--- config.mk ---
export PLATFORM = sky130hd
export DESIGN_NAME = calc_cmd_sched
export DESIGN_NICKNAME = d
export VERILOG_FILES = /design/src/rtl/calc_pkg.sv /design/src/rtl/cmd_fifo.sv /design/src/rtl/calc_cmd_sched.sv
export SDC_FILE = /design/constraint.sdc
export NUM_CORES = 1
export LEC_CHECK = 0
export CAP_MARGIN = 20
export CORE_MARGIN = 8
export CORE_UTILIZATION = 42
export CTS_BUF_LIST = sky130_fd_sc_hd__clkbuf_2
export CTS_CLUSTER_SIZE = 8
export DETAILED_ROUTE_END_ITERATION = 10
export GPL_TIMING_DRIVEN = 0
export HOLD_SLACK_MARGIN = 0.03
export PLACE_DENSITY_LB_ADDON = 0.1
export SYNTH_ARGS = -nofsm -noshare
export SYNTH_HDL_FRONTEND = slang
export SYNTH_SLANG_ARGS = --single-unit
export TNS_END_PERCENT = 30
--- constraint.sdc ---
create_clock -name i_clk -period 2.5 [get_ports i_clk]
set_input_delay 0.5 -clock i_clk [delete_from_list [all_inputs] [get_ports i_clk]]
set_output_delay 0.5 -clock i_clk [all_outputs]
set_load 0.05 [all_outputs]
--- src/rtl/calc_pkg.sv ---
// Shared command, status and fault encodings for the calc scheduler and its FIFO.
package calc_pkg;

  localparam logic [3:0] CMD_DIGIT_MAX = 4'd9;
  localparam logic [3:0] CMD_ADD       = 4'd10;
  localparam logic [3:0] CMD_SUB       = 4'd11;
  localparam logic [3:0] CMD_MUL       = 4'd12;
  localparam logic [3:0] CMD_IDLE      = 4'd13;
  localparam logic [3:0] CMD_EQ        = 4'd14;
  localparam logic [3:0] CMD_BKSP      = 4'd15;

  localparam logic [1:0] STAT_ERR   = 2'b00;
  localparam logic [1:0] STAT_BUSY  = 2'b01;
  localparam logic [1:0] STAT_READY = 2'b10;
  localparam logic [1:0] STAT_PRINT = 2'b11;

  localparam logic [1:0] FAULT_NONE    = 2'b00;
  localparam logic [1:0] FAULT_CALC    = 2'b01;
  localparam logic [1:0] FAULT_TIMEOUT = 2'b10;

  typedef logic [2:0] sched_state_t;
  localparam sched_state_t ST_IDLE       = 3'd0;
  localparam sched_state_t ST_ISSUE      = 3'd1;
  localparam sched_state_t ST_SETTLE     = 3'd2;
  localparam sched_state_t ST_WAIT_READY = 3'd3;
  localparam sched_state_t ST_ERROR      = 3'd4;

  // The idle code is reserved for the bus itself, so it can never be queued.
  function automatic logic is_queueable(input logic [3:0] code);
    return code != CMD_IDLE;
  endfunction

endpackage

--- src/rtl/cmd_fifo.sv ---
// Small synchronous FIFO of 4-bit keypad codes with show-ahead head, flush and level.
module cmd_fifo #(
  parameter  int DEPTH = 8,
  localparam int AW    = $clog2(DEPTH),
  localparam int LW    = $clog2(DEPTH) + 1
) (
  input  logic          i_clk,
  input  logic          i_rst_n,
  input  logic          i_push,
  input  logic          i_pop,
  input  logic          i_flush,
  input  logic [3:0]    i_data,
  output logic [3:0]    o_head,
  output logic [LW-1:0] o_level,
  output logic          o_full,
  output logic          o_empty
);

  logic [3:0]    r_mem [DEPTH];
  logic [AW-1:0] r_wr_ptr;
  logic [AW-1:0] r_rd_ptr;
  logic [LW-1:0] r_level;
  logic          w_do_push;
  logic          w_do_pop;

  assign o_full    = (r_level == LW'(DEPTH));
  assign o_empty   = (r_level == '0);
  assign o_level   = r_level;
  assign o_head    = r_mem[r_rd_ptr];
  assign w_do_pop  = i_pop && !o_empty;
  // A full FIFO still accepts a push when the head leaves in the same cycle.
  assign w_do_push = i_push && (!o_full || w_do_pop);

  always_ff @(posedge i_clk) begin
    if (w_do_push && !i_flush)
      r_mem[r_wr_ptr] <= i_data;
  end

  always_ff @(posedge i_clk or negedge i_rst_n) begin
    if (!i_rst_n) begin
      r_wr_ptr <= '0;
      r_rd_ptr <= '0;
      r_level  <= '0;
    end else if (i_flush) begin
      r_wr_ptr <= '0;
      r_rd_ptr <= '0;
      r_level  <= '0;
    end else begin
      if (w_do_push)
        r_wr_ptr <= r_wr_ptr + AW'(1);
      if (w_do_pop)
        r_rd_ptr <= r_rd_ptr + AW'(1);
      if (w_do_push && !w_do_pop && !o_full)
        r_level <= r_level + LW'(1);
      else if (w_do_pop && !w_do_push)
        r_level <= r_level - LW'(1);
    end
  end

endmodule

--- src/rtl/calc_cmd_sched.sv ---
// Issues queued keypad codes to the calc core one at a time, pacing on calc status
// and latching calc errors or ready timeouts until reset.
module calc_cmd_sched
  import calc_pkg::*;
#(
  parameter  int DEPTH    = 8,
  parameter  int HOLD_CYC = 1,
  parameter  int SETTLE   = 2,
  parameter  int TIMEOUT  = 64,
  localparam int LW       = $clog2(DEPTH) + 1
) (
  input  logic          i_clk,
  input  logic          i_rst_n,
  input  logic          i_key_valid,
  input  logic [3:0]    i_key_code,
  output logic          o_key_ready,
  input  logic [1:0]    i_calc_status,
  output logic [3:0]    o_cmd,
  output logic [LW-1:0] o_fifo_level,
  output logic          o_overflow,
  output logic          o_dropped,
  output logic [1:0]    o_fault
);

  localparam int PW = $clog2(HOLD_CYC + SETTLE + 1);
  localparam int TW = $clog2(TIMEOUT + 1);

  sched_state_t  r_state;
  logic [3:0]    r_cmd;
  logic [PW-1:0] r_phase_cnt;
  logic [TW-1:0] r_to_cnt;
  logic [1:0]    r_fault;
  logic          r_overflow;
  logic          r_dropped;

  logic       w_full, w_empty, w_pop, w_push, w_flush;
  logic       w_in_err, w_stat_err, w_ready, w_timeout, w_to_error, w_queueable;
  logic [3:0] w_head;

  assign w_in_err    = (r_state == ST_ERROR);
  assign w_stat_err  = (i_calc_status == STAT_ERR);
  assign w_ready     = (i_calc_status == STAT_READY);
  assign w_queueable = i_key_valid && is_queueable(i_key_code);
  assign w_pop       = (r_state == ST_IDLE) && !w_empty && w_ready;
  assign w_push      = w_queueable && !w_in_err;
  assign w_timeout   = (r_state == ST_WAIT_READY) && !w_ready && (r_to_cnt == TW'(TIMEOUT - 1));
  assign w_to_error  = !w_in_err && (w_stat_err || w_timeout);
  // Flushing on the entry edge too keeps the level at zero for every ERROR cycle.
  assign w_flush     = w_in_err || w_to_error;

  assign o_key_ready = !w_full && !w_in_err;
  assign o_cmd       = r_cmd;
  assign o_fault     = r_fault;
  assign o_overflow  = r_overflow;
  assign o_dropped   = r_dropped;

  cmd_fifo #(.DEPTH(DEPTH)) u_fifo (
    .i_clk   (i_clk),
    .i_rst_n (i_rst_n),
    .i_push  (w_push),
    .i_pop   (w_pop),
    .i_flush (w_flush),
    .i_data  (i_key_code),
    .o_head  (w_head),
    .o_level (o_fifo_level),
    .o_full  (w_full),
    .o_empty (w_empty)
  );

  always_ff @(posedge i_clk or negedge i_rst_n) begin
    if (!i_rst_n) begin
      r_state     <= ST_IDLE;
      r_cmd       <= CMD_IDLE;
      r_phase_cnt <= '0;
      r_to_cnt    <= '0;
      r_fault     <= FAULT_NONE;
    end else if (w_to_error) begin
      r_state <= ST_ERROR;
      r_cmd   <= CMD_IDLE;
      r_fault <= w_stat_err ? FAULT_CALC : FAULT_TIMEOUT;
    end else begin
      case (r_state)
        ST_IDLE: begin
          if (w_pop) begin
            r_cmd       <= w_head;
            r_phase_cnt <= '0;
            r_state     <= ST_ISSUE;
          end
        end
        ST_ISSUE: begin
          if (r_phase_cnt == PW'(HOLD_CYC - 1)) begin
            r_cmd       <= CMD_IDLE;
            r_phase_cnt <= '0;
            r_state     <= ST_SETTLE;
          end else begin
            r_phase_cnt <= r_phase_cnt + PW'(1);
          end
        end
        ST_SETTLE: begin
          if (r_phase_cnt == PW'(SETTLE - 1)) begin
            r_to_cnt <= '0;
            r_state  <= ST_WAIT_READY;
          end else begin
            r_phase_cnt <= r_phase_cnt + PW'(1);
          end
        end
        ST_WAIT_READY: begin
          if (w_ready)
            r_state <= ST_IDLE;
          else if (r_to_cnt != TW'(TIMEOUT))
            r_to_cnt <= r_to_cnt + TW'(1);
        end
        default: ;
      endcase
    end
  end

  always_ff @(posedge i_clk or negedge i_rst_n) begin
    if (!i_rst_n) begin
      r_overflow <= 1'b0;
      r_dropped  <= 1'b0;
    end else begin
      if (w_queueable && w_full && !w_pop)
        r_overflow <= 1'b1;
      if (i_key_valid && !is_queueable(i_key_code))
        r_dropped <= 1'b1;
    end
  end

endmodule

# Word level (Yosys, flattened, before mapping)
# Memories as Yosys holds them, arrays and structs flattened.
# Cells that the tools add are included.
[classes]
bitwise_logic = 1
addsub = 6
reduce_logical = 44
mux = 28
eq_ne = 19
[op_table]
columns = ["operator", "count"]
rows = [
  ["$mux 3", 9],
  ["$mux 4", 6],
  ["$mux 7", 3],
  ["$logic_and 1x1->1", 17],
  ["$pmux 7 s2", 1],
  ["$pmux 3 s4", 1],
  ["$reduce_and 5->1", 2],
  ["$logic_not 1->1", 9],
  ["$ne 3x3->1 const B", 3],
  ["$reduce_bool 3->1", 3],
  ["$mux 2", 4],
  ["$pmux 4 s2", 1],
  ["$add 7x1->7 const B", 1],
  ["$eq 7x6->1 const B", 1],
  ["$ne 7x7->1 const B", 1],
  ["$add 3x1->3 const B", 2],
  ["$eq 3x2->1 const B", 2],
  ["$ne 2x2->1 const B", 3],
  ["$pmux 2 s3", 1],
  ["$reduce_bool 2->1", 3],
  ["$reduce_bool 5->1", 1],
  ["$add 4x1->4 const B", 1],
  ["$eq 4x4->1 const B", 1],
  ["$logic_not 2->1", 2],
  ["other kinds (16)", 20],
]
[totals]
memories = 1
out_inout_bits = 13
ram_bits = 32
wordCells = 109
regBits = 30
[mem_list]
columns = ["name", "words", "word_bits", "rd", "rd_ports_with_merged_regs", "write_ports", "line", "rtl"]
rows = [
  ["u_fifo.r_mem", 8, 4, 1, 0, 1, "cmd_fifo.sv:19", "logic [3:0] r_mem [DEPTH];"],
]

# Depth between registers and ports, before layout
# Gate-level depths: netlist (run 1).
[logic_depth]
word_depth = 12
ltp_mapped = 11
ltp_nobuf = 9

# Modules after synthesis
# From an unflattened synthesis (run 1), not the netlist that was laid out.
[unflattened]
cells_unflattened = 270
area_unflattened_um2 = 3265.6
[modules_own_cells]
columns = ["mod", "seq_area_each_um2", "cells_each", "instances", "area_each_um2"]
rows = [
  ["cmd_fifo", 1211.2, 130, 1, 1949.4],
  ["calc_cmd_sched", 504.2, 140, 1, 1316.3],
]

# Worst setup path before layout (run 1)
# Ideal clock, no wire load.
[synth_timing]
path_type = "register -> register"
from = "reg u_fifo.r_level[1] (netlist: u_fifo.o_level[1])"
to = "reg u_fifo.r_level[3] (netlist: u_fifo.o_level[3])"
setup_time_ns = 0.074
path_buffers = 1
arrival_ns = 2.705
setup_slack_ns = -0.279
path_stages_with_launch = 11
t_required_ns = 2.426
synth_period_minus_slack_ns = 2.779
cell_sequence = "dfrtp_1 > or4_4 > a21o_1 > a21o_1 > buf_6 > ha_1 > a21o_1 > a21oi_1 > a211o_2 > a21o_1 > a21oi_2"
[synth_between]
elab_chain_len = 11
[synth_rtl]
columns = ["element", "line", "rtl"]
rows = [
  ["start: declaration", "cmd_fifo.sv:22", "logic [LW-1:0] r_level;"],
  ["start signal: assignment", "cmd_fifo.sv:54", "r_level <= r_level + LW'(1);"],
  ["start signal: assignment", "cmd_fifo.sv:56", "r_level <= r_level - LW'(1);"],
  ["$logic_not 4->1", "cmd_fifo.sv:27", "assign o_empty = (r_level == '0);"],
  ["$logic_not 1->1", "cmd_fifo.sv:30, calc_cmd_sched.sv:44", ""],
  ["$logic_and 1x1->1 (2 in series)", "calc_cmd_sched.sv:44", "assign w_pop = (r_state == ST_IDLE) && !w_empty && w_ready;"],
  ["$logic_and 1x1->1", "cmd_fifo.sv:30", "assign w_do_pop = i_pop && !o_empty;"],
  ["$logic_or 1x1->1", "cmd_fifo.sv:32", "assign w_do_push = i_push && (!o_full || w_do_pop);"],
  ["$logic_and 1x1->1", "cmd_fifo.sv:32", ""],
  ["$logic_and 1x1->1 (2 in series)", "cmd_fifo.sv:53", "if (w_do_push && !w_do_pop && !o_full)"],
  ["$mux 4", "cmd_fifo.sv:53", ""],
  ["$mux 4", "cmd_fifo.sv:44", "end else if (i_flush) begin"],
]
# Several ways; a longest one is shown, not always the timed one. The select of a mux whose other input is x is not followed.
# A chain may end at the register's enable or synchronous reset.

# Worst setup path after layout (run 1)
# Ends and elaborated chain as after synthesis.

==> summary.txt, run 1 <==
Outcome
  – Outcome: complete, but fails checks
  – Failing checks: setup timing

Power
  – Clk pwr share: 0.269
  – VDD IR-drop max: 0.253 mV
  – LEAKAGE: 0.00143 uW
  – Net Sw Frac: 0.336
  – Power Dens Cells: 716 nW/um^2
  – Switching power total: 891 uW
  – Pint: 1760 uW
  – Register share of total power: 0.461
  – Gate power share: 0.270

Route
  – Vias/cell: 5.29
  – Iter 0 DRT Violations: 195
  – Drt drc: 0
  – WL per Instance: 16.1 um
  – Final WL: 6400 um
  – Via count: 2107
  – Initial DRT Pass Iterations: 4
  – Detail Route Antenna Nets: 0

Synthesis
  – Yosys cell types: 56
  – Post-synth EDFFs: 32
  – Post-synthesis net count: 273
  – Mapped Cells: 254
  – Avg Cell Area, Syn: 12.2 sq um
  – Post-synthesis sequential area ratio: 0.554
  – Ys async rst share: 0.484
  – Number of synthesized register bits: 62
  – Yosys warnings: 0
  – Main synth FF type: edfxtp_1
  – Netlist Area Pre-Place: 3100 sq um

STA
  – Actual slew at the worst max-slew pin: 0.694 ns
  – Fin. max-slew vios: 0
  – Max transition margin: 0.537
  – Fin. Hold Viols: 0
  – RSZ-0062 raised after global routing: yes
  – Final period utilization: 1.02
  – F_max: 0.393 GHz
  – Hold Slack: 0.501 ns
  – Fin Clk Skew: 0.0247 ns
  – Setup ws final: -0.0456 ns
  – Setup_tns: -0.0456 ns
  – Final setup viols: 1
  – Final min period: 2.55 ns

Worst setup path
  – CP Launch Type: flip-flop
  – Critical-path cell list: or4_4 -> a21o_1 -> a21o_1 -> buf_6 -> ha_4 -> a21o_1 -> a21oi_2 -> a211o_2 -> a21o_1 -> a21oi_2
  – Critical path class: reg -> reg
  – Critical Path AT: 2.97 ns
  – Top cell by count, worst path: a21o_1
  – Buf+Inv Stages, Crit Path: 1
  – Worst EP required: 2.93 ns
  – Crit path max fanout: 9
  – Setup crit end kind: flip-flop
  – Slowest cell delay on critical path: 0.54 ns
  – Critical-path top delay cell: or4_4
  – Top delay family on crit path: compound AO/OA/AOI/OAI gates

Final layout
  – Post-route insts no fill: 398
  – Fin util: 0.514
  – Layout cells sized above 1: 0.237
  – # fillers: 679
  – N_diodes: 0
  – Commonest non-fill, non-tap cell in the layout: edfxtp_1
  – Fin nets: 313
  – Most frequent cells in the layout: edfxtp_1 (32), dfrtp_1 (23), nor2_1 (19), clkdlybuf4s50_1 (19)
  – Layout area overhead: 19.7%

Global route
  – First-pass GRT wire length: 11100 um
  – Number of global-route vias before repair: 2129
  – GRT Resource Usage Total: 0.141
  – GRT overflow: 0
  – Initial antenna violation count: 0
  – Largest net degree at the start of global routing: 31

Placed design
  – Dpl hpwl: 4580 um
  – Placed insts: 374
  – Routability Congestion: 0.749
  – Minimum setup slack after placement: -0.697 ns
  – I/O Buffers: 21

Clock tree
  – CTS H-tree depth: 3
  – Worst-path clk slew: 0.19 ns
  – Worst-Skew Late Latency: 0.48 ns
  – Clock buffer depth: 2
  – Sink Count: 62
  – CTS tree: built
  – TritonCTS buffer count: 9
  – Root Driver: clkbuf_2

Die
  – Chip Width: 102 um
  – Starting Density: 0.429
  – Die area: 10400 sq um
  – FP Rows: 31
  – Number of top-level pins: 22
  – DIE HEIGHT: 102 um
  – Core area: 7210 sq um

Hold path
  – Type of the worst min-delay path: reg -> reg

Flow run
  – Max cap viols: 0
-- flip-flops by register name (all words and copies together) (netlist names) --
register,count
o_overflow,1
o_dropped,1
r_state,3
u_fifo.r_rd_ptr,3
o_cmd,4
r_to_cnt,7
u_fifo.r_wr_ptr,3
r_phase_cnt,2
o_fault,2
u_fifo.r_mem,32
u_fifo.o_level,4
-- power groups by stage --
stage	logic, uW	registers, uW	clock network (uW)
final	717	1220	714
after global routing	780	1240	785
after CTS	703	1230	736
after detailed placement	696	1250	0
after floorplan	269	1450	0
after global placement	692	1250	0
-- kinds of logic (layout without fill, tap and decap cells) --
| logic type | count (synthesis) | in the layout | synth area share |
|---|---|---|---|
| XOR/XNOR | 5 | 5 | 0.0141 |
| adder cells (fa/ha/maj) | 10 | 10 | 0.0428 |
| AO/OA/AOI/OAI | 53 | 53 | 0.127 |
| AND/OR/NAND/NOR | 84 | 84 | 0.146 |
| flip-flops | 62 | 62 | 0.554 |
| buffers and inverters | 25 | 70 | 0.0347 |
| multiplexers | 15 | 15 | 0.0812 |
-- synthesized netlist by cell type (all sizes together), types with 5 or more instances --
cell type  number  area [sq um]
nand3           8          40.0
a21oi           9          52.6
nand3b          5          37.5
buf             6          35.0
and3            5          32.5
ha              9           113
dfrtp          27           676
nand2b          5          31.3
clkbuf          5          20.0
nor2           21          78.8
a21o            5          38.8
o21ai          13          65.1
edfxtp         32           961
nand2          14          52.6
nor3b           5          37.5
mux2i           6          60.1
mux4            8           180
inv            14          52.6
-- repair_timing --
item	in CTS	in global routing
hold endpoints to repair	18	0
hold buffers	1	0
endpoints found under the setup margin	23	29
pin swaps	1	5
setup buffers	0	7
resized for setup	12	8
-- through the flow --
step / cell area [sq um] / total power, uW
global placement: 3450 / 1940
global route: 3710 / 2800
detailed placement: 3450 / 1940
floorplan: 3120 / 1710
CTS: 3630 / 2670
finish: 3710 / 2650
-- per-layer routing --
metal | vias to the layer above | part of all wire | track usage
li1 | 1029 | - | -
met1 | 1031 | 0.52 | 0.199
met2 | 34 | 0.42 | 0.200
met3 | 13 | 0.037 | 0.0327
met4 | 0 | 0.020 | 0.0643
met5 | - | 0 | 0
-- path summary, 6_finish.rpt --
check                                                    from                             to  slack [ns]  depth (start not counted)
worst max-delay path            u_fifo.o_level[1]$_DFFE_PN0P_  u_fifo.o_level[3]$_DFFE_PN0P_       -0.05                         10
worst min-delay path                    o_dropped$_DFFE_PN0P_          o_dropped$_DFFE_PN0P_        0.50                          1
worst max register to register  u_fifo.o_level[1]$_DFFE_PN0P_  u_fifo.o_level[3]$_DFFE_PN0P_       -0.05                         10
worst min register to register          o_dropped$_DFFE_PN0P_          o_dropped$_DFFE_PN0P_        0.50                          1
max in group asynchronous                             i_rst_n  u_fifo.o_level[2]$_DFFE_PN0P_        1.43                          2
min in group asynchronous                             i_rst_n        r_to_cnt[1]$_DFFE_PN0P_        0.56                          2
-- final cells by class --
type                    count  area, sq um  share of cell area
multi-input cells         167         1350               0.364
well taps                  99          124              0.0334
clock inverters             7         96.3              0.0260
inverters                  14         52.6              0.0142
flip-flops and latches     62         1720               0.464
repair buffers             29          265              0.0715
clock buffers               9         45.0              0.0121
plain buffers              11         55.1              0.0148
No activity file was read; power rests on OpenSTA's default activity.
==> run 2, diff against run 1 <==
--- a/config.mk
+++ b/config.mk
@@ -14,6 +14,7 @@
 export GPL_TIMING_DRIVEN = 0
 export HOLD_SLACK_MARGIN = 0.03
 export PLACE_DENSITY_LB_ADDON = 0.1
+export SLEW_MARGIN = 20
 export SYNTH_ARGS = -nofsm -noshare
 export SYNTH_HDL_FRONTEND = slang
 export SYNTH_SLANG_ARGS = --single-unit
==> results of run 2 <==
The final DEF is identical to that of run 1; final timing and power are the same.
==> run 3, diff against run 2 <==
--- a/config.mk
+++ b/config.mk
@@ -6,14 +6,13 @@
 export NUM_CORES = 1
 export LEC_CHECK = 0
 export CAP_MARGIN = 20
-export CORE_MARGIN = 8
 export CORE_UTILIZATION = 42
 export CTS_BUF_LIST = sky130_fd_sc_hd__clkbuf_2
 export CTS_CLUSTER_SIZE = 8
 export DETAILED_ROUTE_END_ITERATION = 10
 export GPL_TIMING_DRIVEN = 0
 export HOLD_SLACK_MARGIN = 0.03
-export PLACE_DENSITY_LB_ADDON = 0.1
+export PLACE_DENSITY = 0.74
 export SLEW_MARGIN = 20
 export SYNTH_ARGS = -nofsm -noshare
 export SYNTH_HDL_FRONTEND = slang
==> run 3 against run 2 <==
The run still ends with setup timing left. Total power is 8.5% lower. Combinational power decreased by 2%. First-iteration DRC count fell by 29%. Count of clock-buffer cells in the layout up 1.
==> summary.txt, run 3 (synthesis gave the netlist of run 1 again) <==
Outcome
  – Outcome: complete, but fails checks
  – Failing checks: setup timing

Global route
  – Number of global-route vias before repair: 2074
  – Initial antenna violation count: 1
  – Largest net degree at the start of global routing: 31
  – First-pass GRT wire length: 10100 um
  – GRT Resource Usage Total: 0.178
  – GRT overflow: 0

Final layout
  – Layout cells sized above 1: 0.235
  – Layout area overhead: 17.9%
  – Largest register FFs: 32
  – Final Cell Area: 3650 sq um
  – # fillers: 602
  – Fin util: 0.526
  – Post-route insts no fill: 395
  – Fin nets: 312
  – Most flop-heavy register: u_fifo.r_mem
  – Commonest non-fill, non-tap cell in the layout: edfxtp_1
  – Top Registers: u_fifo.r_mem x32, r_to_cnt x7
  – Most frequent cells in the layout: edfxtp_1 (32), dfrtp_1 (23), nor2_1 (19), clkdlybuf4s50_1 (19)

STA
  – Actual slew at the worst max-slew pin: 0.707 ns
  – Fin Clk Skew: 0.0273 ns
  – F_max: 0.390 GHz
  – Final min period: 2.56 ns
  – Max transition margin: 0.529
  – Fin. max-slew vios: 0
  – Fin. Hold Viols: 0
  – Setup ws final: -0.0647 ns
  – RSZ-0062 raised after global routing: yes
  – Final setup viols: 6
  – Final period utilization: 1.03

Clock tree
  – Clock buffer depth: 2
  – Worst-Skew Late Latency: 0.48 ns
  – TritonCTS buffer count: 9
  – Root Driver: clkbuf_2
  – CTS H-tree depth: 3
  – Worst-path clk slew: 0.18 ns
  – Sink Count: 62
  – Hold_buf cts: 0
  – CTS tree: built

Worst setup path
  – Critical Path AT: 2.06 ns
  – Crit path max fanout: 10
  – Critical path class: reg -> out
  – Setup crit end kind: output pin
  – Flop2flop setup slack: -0.05 ns
  – Worst EP required: 2.00 ns
  – CP Launch Type: flip-flop

Die
  – Number of top-level pins: 22
  – Starting Density: 0.446
  – FP Rows: 30
  – Chip Width: 87.9 um
  – Core area: 6940 sq um
  – Die area: 7720 sq um
  – DIE HEIGHT: 87.9 um

Route
  – Drt drc: 0
  – Iter 0 DRT Violations: 139
  – Via count: 2136
  – Detail Route Antenna Nets: 0
  – Vias/cell: 5.41
  – Initial DRT Pass Iterations: 5
  – WL per Instance: 15.7 um
  – Final WL: 6190 um

Power
  – LEAKAGE: 0.00141 uW
  – VDD IR-drop max: 0.256 mV
  – Total power: 2430 uW
  – Power Dens Cells: 665 nW/um^2

Placed design
  – Placed insts: 371
  – Placed Area: 3440 sq um
  – I/O Buffers: 21
  – Routability Congestion: 0.837
  – Dpl hpwl: 4270 um

Flow run
  – Max cap viols: 0

Hold path
  – Type of the worst min-delay path: in -> async
==> run 3: cell count changes in the layout (fill, tap and decap cells not counted), sizes merged <==
cell / delta
dlygate4sd2: +1
bufinv: -2
dlygate4sd3: -1
diode: +1
inv: -1
clkinv: +2
==> run 3: worst max-delay path: stages, from the launching register on <==
cell           delay (ns)
dfrtp_1              0.37
buf_2                0.21
nor2_2               0.10
and2_2               0.25
nor2_1               0.14
dlygate4sd2_1        0.55
==> run 3: final cells by class <==
type                    count  area, sq um  share of cell area
clock buffers              10         50.0              0.0137
diodes                      1         2.50            0.000685
plain buffers              11         55.1              0.0151
inverters                  14         52.6              0.0144
repair buffers             28          256              0.0703
well taps                  96          120              0.0329
multi-input cells         167         1360               0.371
flip-flops and latches     62         1720               0.471
clock inverters             6         38.8              0.0106
==> run 3: report_power, final <==
group          internal [uW]  switching, uW  leakage, uW
sequential              1170           51.0     0.000648
clock                    131            369    0.0000577
combinational            254            452     0.000705
total                   1560            872      0.00141
==> run 3: metal layers <==
layer | vias up | global-route usage | wire [um]
met5 | - | 0 | 0
met3 | 11 | 0.0311 | 182
met2 | 40 | 0.280 | 2970
met4 | 0 | 0.0894 | 142
met1 | 1056 | 0.239 | 2900
li1 | 1029 | - | -
==> run 3: worst paths after layout <==
path,from,end,cells past startpoint
worst max-delay path,r_state[0]$_DFFE_PN0P_,o_key_ready,5
worst min-delay path,i_rst_n,o_fault[0]$_DFFE_PN0P_,1
worst max register to register,u_fifo.o_level[0]$_DFFE_PN0P_,u_fifo.o_level[3]$_DFFE_PN0P_,10
worst min register to register,o_cmd[2]$_DFFE_PN1P_,o_cmd[2]$_DFFE_PN1P_,1
max in group asynchronous,i_rst_n,u_fifo.o_level[1]$_DFFE_PN0P_,1
min in group i_clk,o_cmd[2]$_DFFE_PN1P_,o_cmd[2]$_DFFE_PN1P_,1
==> run 3: through the flow <==
stage	setup TNS (ns)	hold slack [ns]	setup WS, ns
floorplan	-0.0573	0.204	-0.0573
global placement	-14.99	0.487	-0.614
detailed placement	-16.94	0.474	-0.707
CTS	-0.256	0.0459	-0.110
global route	-1.24	0.0569	-0.189
finish	-0.228	0.0373	-0.0647
==> run 3: timing repair <==
item,4_1_cts,5_1_grt
setup endpoints to repair,15,18
gates resized for setup,7,9
setup buffers,0,7
